===== src/rtl/dmem_arbiter.sv =====
// ---------------------------------------------------------------------------
// dmem_arbiter
//
// Shares the single data-memory / memory-mapped IO port between two masters:
//   m0 - CPU load/store path
//   m1 - loader / DMA master
//
// Arbitration is per-cycle round-robin. A master may hold the port for a burst
// by raising its lock input. The burst is limited to MAX_LOCK consecutive
// grants, so the other master cannot be starved indefinitely. At most one
// request reaches the memory each cycle. Read data comes back one cycle later,
// steered to the master that issued the read.
//
// Ports
//   clk_i              clock, all state updates on the rising edge
//   rst_ni             asynchronous active-low reset
//   mN_req             request valid (N = 0, 1)
//   mN_we              1 = write, 0 = read
//   mN_lock            keep ownership of the port after this transfer
//   mN_addr            word address
//   mN_wdata           write data
//   mN_gnt             request accepted this cycle (combinational)
//   mN_rvalid          read data valid (registered, one cycle after the grant)
//   mN_rdata           read data, zero whenever mN_rvalid is low
//   mem_en             memory access this cycle
//   mem_we             memory write strobe
//   mem_addr           memory word address
//   mem_wdata          memory write data
//   mem_rdata          memory read data, valid the cycle after a read access
// ---------------------------------------------------------------------------
module dmem_arbiter #(
   parameter int DM_ADDRESS = 12,
   parameter int DATA_WIDTH = 32,
   parameter int MAX_LOCK   = 8
) (
   input  logic                  clk_i,
   input  logic                  rst_ni,

   input  logic                  m0_req,
   input  logic                  m0_we,
   input  logic                  m0_lock,
   input  logic [DM_ADDRESS-1:0] m0_addr,
   input  logic [DATA_WIDTH-1:0] m0_wdata,
   output logic                  m0_gnt,
   output logic                  m0_rvalid,
   output logic [DATA_WIDTH-1:0] m0_rdata,

   input  logic                  m1_req,
   input  logic                  m1_we,
   input  logic                  m1_lock,
   input  logic [DM_ADDRESS-1:0] m1_addr,
   input  logic [DATA_WIDTH-1:0] m1_wdata,
   output logic                  m1_gnt,
   output logic                  m1_rvalid,
   output logic [DATA_WIDTH-1:0] m1_rdata,

   output logic                  mem_en,
   output logic                  mem_we,
   output logic [DM_ADDRESS-1:0] mem_addr,
   output logic [DATA_WIDTH-1:0] mem_wdata,
   input  logic [DATA_WIDTH-1:0] mem_rdata
);

   // The counter has to be able to hold the value MAX_LOCK itself.
   localparam int CNT_W = $clog2(MAX_LOCK + 1);
   localparam logic [CNT_W-1:0] CNT_MAX = CNT_W'(MAX_LOCK);
   localparam logic [CNT_W-1:0] CNT_ONE = CNT_W'(1);

   // Arbitration state
   logic             last_q;      // id of the most recently granted master
   logic             own_q;       // a locked owner currently holds the port
   logic             own_id_q;    // id of the locked owner
   logic [CNT_W-1:0] lock_cnt_q;  // consecutive grants given to the owner
   logic [1:0]       rpend_q;     // read issued last cycle, one bit per master

   // Decoded grant for this cycle
   logic             owner_req;
   logic             gnt_any;
   logic             gnt_id;
   logic             sel_we;
   logic             sel_lock;
   logic             owner_gnt;
   logic [CNT_W-1:0] cnt_inc;

   // Grant selection. An owner that is still requesting always wins. Otherwise
   // a lone requester wins, and a tie goes to whichever master was not granted
   // last. Nothing is granted while reset is asserted, so no access can reach
   // the memory during reset.
   always_comb begin
      owner_req = own_q & (own_id_q ? m1_req : m0_req);
      gnt_any   = 1'b0;
      gnt_id    = 1'b0;
      if (!rst_ni) begin
         gnt_any = 1'b0;
         gnt_id  = 1'b0;
      end else if (owner_req) begin
         gnt_any = 1'b1;
         gnt_id  = own_id_q;
      end else if (m0_req && m1_req) begin
         gnt_any = 1'b1;
         gnt_id  = ~last_q;
      end else if (m0_req) begin
         gnt_any = 1'b1;
         gnt_id  = 1'b0;
      end else if (m1_req) begin
         gnt_any = 1'b1;
         gnt_id  = 1'b1;
      end
   end

   assign m0_gnt = gnt_any & ~gnt_id;
   assign m1_gnt = gnt_any &  gnt_id;

   // Memory port mux. The idle port is driven to all zeros, so the IO decode
   // never sees a stale address or data word from an earlier access.
   always_comb begin
      sel_we    = gnt_id ? m1_we   : m0_we;
      sel_lock  = gnt_id ? m1_lock : m0_lock;
      mem_en    = gnt_any;
      mem_we    = gnt_any & sel_we;
      mem_addr  = '0;
      mem_wdata = '0;
      if (gnt_any) begin
         mem_addr  = gnt_id ? m1_addr  : m0_addr;
         mem_wdata = gnt_id ? m1_wdata : m0_wdata;
      end
   end

   // An owner grant is a grant that went to the master currently holding the
   // lock. The count includes the grant that set the lock, so the owner gets
   // MAX_LOCK grants in a row before it must give the port up for a cycle.
   assign owner_gnt = gnt_any & own_q & (gnt_id == own_id_q);
   assign cnt_inc   = lock_cnt_q + CNT_ONE;

   // State update. Reads are tracked per master for the one-cycle return. The
   // lock is set by a locking transfer from a non-owner. It ends when the
   // owner sends an unlocked transfer, when the owner stops requesting, or on
   // the MAX_LOCK-th grant. At a timeout, last_q already points at the owner,
   // so the round-robin tie-break hands the next cycle to the other master
   // with no extra logic.
   always_ff @(posedge clk_i or negedge rst_ni) begin
      if (!rst_ni) begin
         last_q     <= 1'b1;
         own_q      <= 1'b0;
         own_id_q   <= 1'b0;
         lock_cnt_q <= '0;
         rpend_q    <= 2'b00;
      end else begin
         rpend_q <= {m1_gnt & ~m1_we, m0_gnt & ~m0_we};

         if (gnt_any) begin
            last_q <= gnt_id;
         end

         if (owner_gnt) begin
            if ((cnt_inc == CNT_MAX) || !sel_lock) begin
               own_q      <= 1'b0;
               lock_cnt_q <= '0;
            end else begin
               lock_cnt_q <= cnt_inc;
            end
         end else if (gnt_any && sel_lock) begin
            own_q      <= 1'b1;
            own_id_q   <= gnt_id;
            lock_cnt_q <= CNT_ONE;
         end else if (own_q) begin
            own_q      <= 1'b0;
            lock_cnt_q <= '0;
         end
      end
   end

   // Read return. The valid flags are the registered read-pending bits, and
   // the data is gated so that an idle master always sees zero.
   always_comb begin
      m0_rvalid = rpend_q[0];
      m1_rvalid = rpend_q[1];
      m0_rdata  = rpend_q[0] ? mem_rdata : '0;
      m1_rdata  = rpend_q[1] ? mem_rdata : '0;
   end

endmodule


===== config.mk =====
export PLATFORM = sky130hd
export DESIGN_NAME = dmem_arbiter
export DESIGN_NICKNAME = d
export VERILOG_FILES = /design/src/rtl/dmem_arbiter.sv
export SDC_FILE = /design/constraint.sdc
export NUM_CORES = 1
export LEC_CHECK = 0
export ABC_AREA = 1
export BUFFER_PORTS_ARGS = -buffer_cell sky130_fd_sc_hd__buf_2
export CORE_AREA = 2 2 95 97
export DETAILED_ROUTE_END_ITERATION = 8
export DIE_AREA = 0 0 97 99
export PLACE_DENSITY = 0.56
export SYNTH_ARGS = -nofsm -noshare
export SYNTH_HDL_FRONTEND = slang
export SYNTH_SLANG_ARGS = --single-unit

===== constraint.sdc =====
create_clock -name clk_i -period 1.4 [get_ports clk_i]
set_input_delay 0.21 -clock clk_i [delete_from_list [all_inputs] [get_ports clk_i]]
set_output_delay 0.21 -clock clk_i [all_outputs]
set_load 0.01 [all_outputs]

==> results.cfg <==
[power]
total_power_mw = 1.57
power.density_mw_per_mm2 = 496
p_leak_nw = 2.42
p_seq_share_pct = 19.5
comb_power_share_pct = 61.9
p_sw_mw = 0.588
power_switching_share_pct = 37.5
clock_power_share_pct = 18.7
internal_power_mw = 0.978
ir_drop_v = 0.000367

[synthesis]
synth_top_family_by_area = simple AND/OR/NAND/NOR gates
mappedNetlistNets = 382
avgSynthCellArea_um2 = 5.97
synth_compound_area_share_pct = 27.9
ys_warn_count = 0
syn_inst = 253
synth_fa_ha_area_share_pct = 0.828
synthSimpleGateAreaFrac_pct = 29.4
netlist_area_mm2 = 0.00151
synth_cell_types = 29
yosys.area_share.xor_xnor_pct = 0.579
synth_seq_cells = 9
synth_seq_area_share_pct = 15.0
synth.area.mux_share_pct = 0

[floorplanning]
die_h_um = 99
die_w_um = 97
ioPinCount = 242
design.core.area_mm2 = 0.00855
initial_core_util_pct = 17.7
dieArea_mm2 = 0.00960
num_rows = 34

[routing]
top_layer_used = met4
via_per_inst = 4.10
wl_met2_um = 3390
drc_errors = 0
vias = 2514
routedLengthMet1_um = 3030
detail_route.first_pass.iterations = 4
routedWlPerCell_um = 11.6
drtIter0Drc = 57
wl_um = 7130
postRouteAntennaNets = 0
dr_wl_met3_um = 657

[setup_path]
cp.arrival_ps = 1690
cp_data_required_time_ps = 1190
worstPathBufferInverterCount = 5
reg2regPathDepth = 10
crit_type = flip-flop to primary output
crit_slowest_cell = dfstp_2
r2r-end = own_id_q
r2r_start = last_q
worst-path-max-fanout = 6
ff2ff_setup_slack_ps = -110
cp-end-kind = primary output
cp_slowest_stage_delay_ps = 520
crit_chain = clkinv_2, nand2_2, nand3_4, nand2_4, inv_6, nor2_8, buf_12, clkbuf_16, a22o_1, buf_2
cpLargestDelayFamily = flip-flops
start_kind = flip-flop

[sta]
fmax_mhz = 526
fin_ws_ps = -502
maxSlewViolCount = 0
setup-violations-final = 53
tns_ps = -21930
timing.hold.ws_ps = 143
finalCritPeriodShare_pct = 136
fin_crit_ps = 1900
rsz0062_at_grt = true
hold_viol_final = 0
finClkSkew_ps = 1.30
worst_pin_slew_ps = 240
relSlewSlack_pct = 84.0

[final_layout]
final-seq-area_um2 = 226
multi_input_area_um2 = 937
stdcell_count = 613
nNetsFinal = 635
fill_cells = 898
synthToLayoutAreaGrowth_pct = 109
layout-drive-gt1-share_pct = 55.8
utilization_pct = 36.9
antenna_cells = 0
final_area_mm2 = 0.00316

[clocking]
clkTransAtPathRegs_ps = 40
cts_tree = yes
cts_max_level = 1
cts_buffers = 3
clock_path_buffers = 2
clkSinkCount = 9
clk-insertion-delay-late_ps = 230
root_buffer = clkbuf_8

[flow_run]
maxCapViolations = 0

[global_routing]
grt_pass1_vias = 2300
grt_pass1_wl_um = 10800
antenna_found_initial = 0
overflow = 0
track_usage_pct = 13.1
grt_max_degree = 46

[worst_hold_path]
hp-class = input pin to flip-flop
hold_path_startpoint = m1_we
hold_path_depth = 2
whs_endpoint = rpend_q[1]

[place]
gp_congestion = 0.794
place_ws_ps = -298
dp_hpwl_um = 5650
port_buffers = 241
place_area_mm2 = 0.00291
placed_cells = 601

[status]
violations = negative setup slack
status = finished, violations left
[synth_stat cells]
cell type	n	area share, %
nand2_1	77	19
inv_1	74	18
a22o_1	44	25
nand3_1	10	3.3
dfrtp_1	8	13
clkbuf_1	6	1.5
buf_4	4	2.0
buf_6	4	3.0
a21oi_1	2	0.66
inv_2	2	0.50
nand3b_1	2	0.99
nor2_1	2	0.50
o21ai_0	2	0.66
a22oi_1	1	0.50
buf_2	1	0.33
clkinv_1	1	0.25
dfstp_2	1	1.7
ha_1	1	0.83
inv_4	1	0.41
nand2_2	1	0.41
nand2_4	1	0.74
nand3_2	1	0.66
nand3_4	1	1.2
nand4_1	1	0.41
nor2_8	1	1.3
nor3_1	1	0.33
o21ai_2	1	0.58
or2_1	1	0.41
xor2_1	1	0.58
[worst max-delay path by stage]
stage	endpoint	slack [ps]	cells past startpoint	startpoint
floorplan	mem_addr[9]	-120	8	last_q
global placement	mem_wdata[27]	-280	9	last_q
detailed placement	mem_wdata[22]	-300	9	last_q
CTS	mem_addr[5]	-510	10	last_q
global route	mem_wdata[1]	-590	10	last_q
finish	mem_addr[0]	-500	10	last_q
[power by group through the flow]
stage	Combinational [mW]	Sequential (mW)	Clock, mW
6_report	0.969	0.305	0.292
5_1_grt	1.06	0.308	0.323
4_1_cts	0.952	0.305	0.305
3_5_place_dp	0.874	0.308	0
3_3_place_gp	0.864	0.308	0
2_1_floorplan	0.428	0.309	0
[cell type report]
class,count,area share (%)
clock buffers,4,1.43
well taps,108,4.28
flip-flops and latches,9,7.17
multi-input cells,151,29.7
repair buffers,263,48.0
inverters,78,9.47
[routing by layer]
metal  up-vias  global-route usage, %
li1       1289                      -
met1      1077                   17.3
met2       144                   23.0
met3         4                   2.70
met4         0                   1.30
met5         -                      0
[state kept, by name, summed over array words and instances (netlist names)]
| register | count |
|---|---|
| lock_cnt_q | 4 |
| rpend_q | 2 |
| last_q | 1 |
| own_id_q | 1 |
| own_q | 1 |
[cell families (layout without fill, tap and decap cells)]
group / count (synthesis) / in the layout
AO/OA/AOI/OAI: 50 / 50
XOR/XNOR: 1 / 1
buffers and inverters: 93 / 345
AND/OR/NAND/NOR: 99 / 99
flip-flops: 9 / 9
adder cells (fa/ha/maj): 1 / 1
[layout by cell type, fill, tap and decap left out, drive strengths merged]
cell type,instances
a21oi,2
a22o,44
a22oi,1
buf,261
clkbuf,5
clkinv,1
dfrtp,8
dfstp,1
dlygate4sd3,1
ha,1
inv,77
nand2,79
nand3,12
nand3b,2
nand4,1
nor2,3
nor3,1
o21ai,3
or2,1
xor2,1
[what timing repair did]
action                     4_1_cts  5_1_grt
pin swaps                        5        5
buffers inserted                 4        1
setup endpoints to repair       53       83
hold buffers                     1        0
resized for setup               13        6
cloned                           2        1
hold endpoints to repair         8        0
Note: power is estimated with default switching activity, not from simulation.
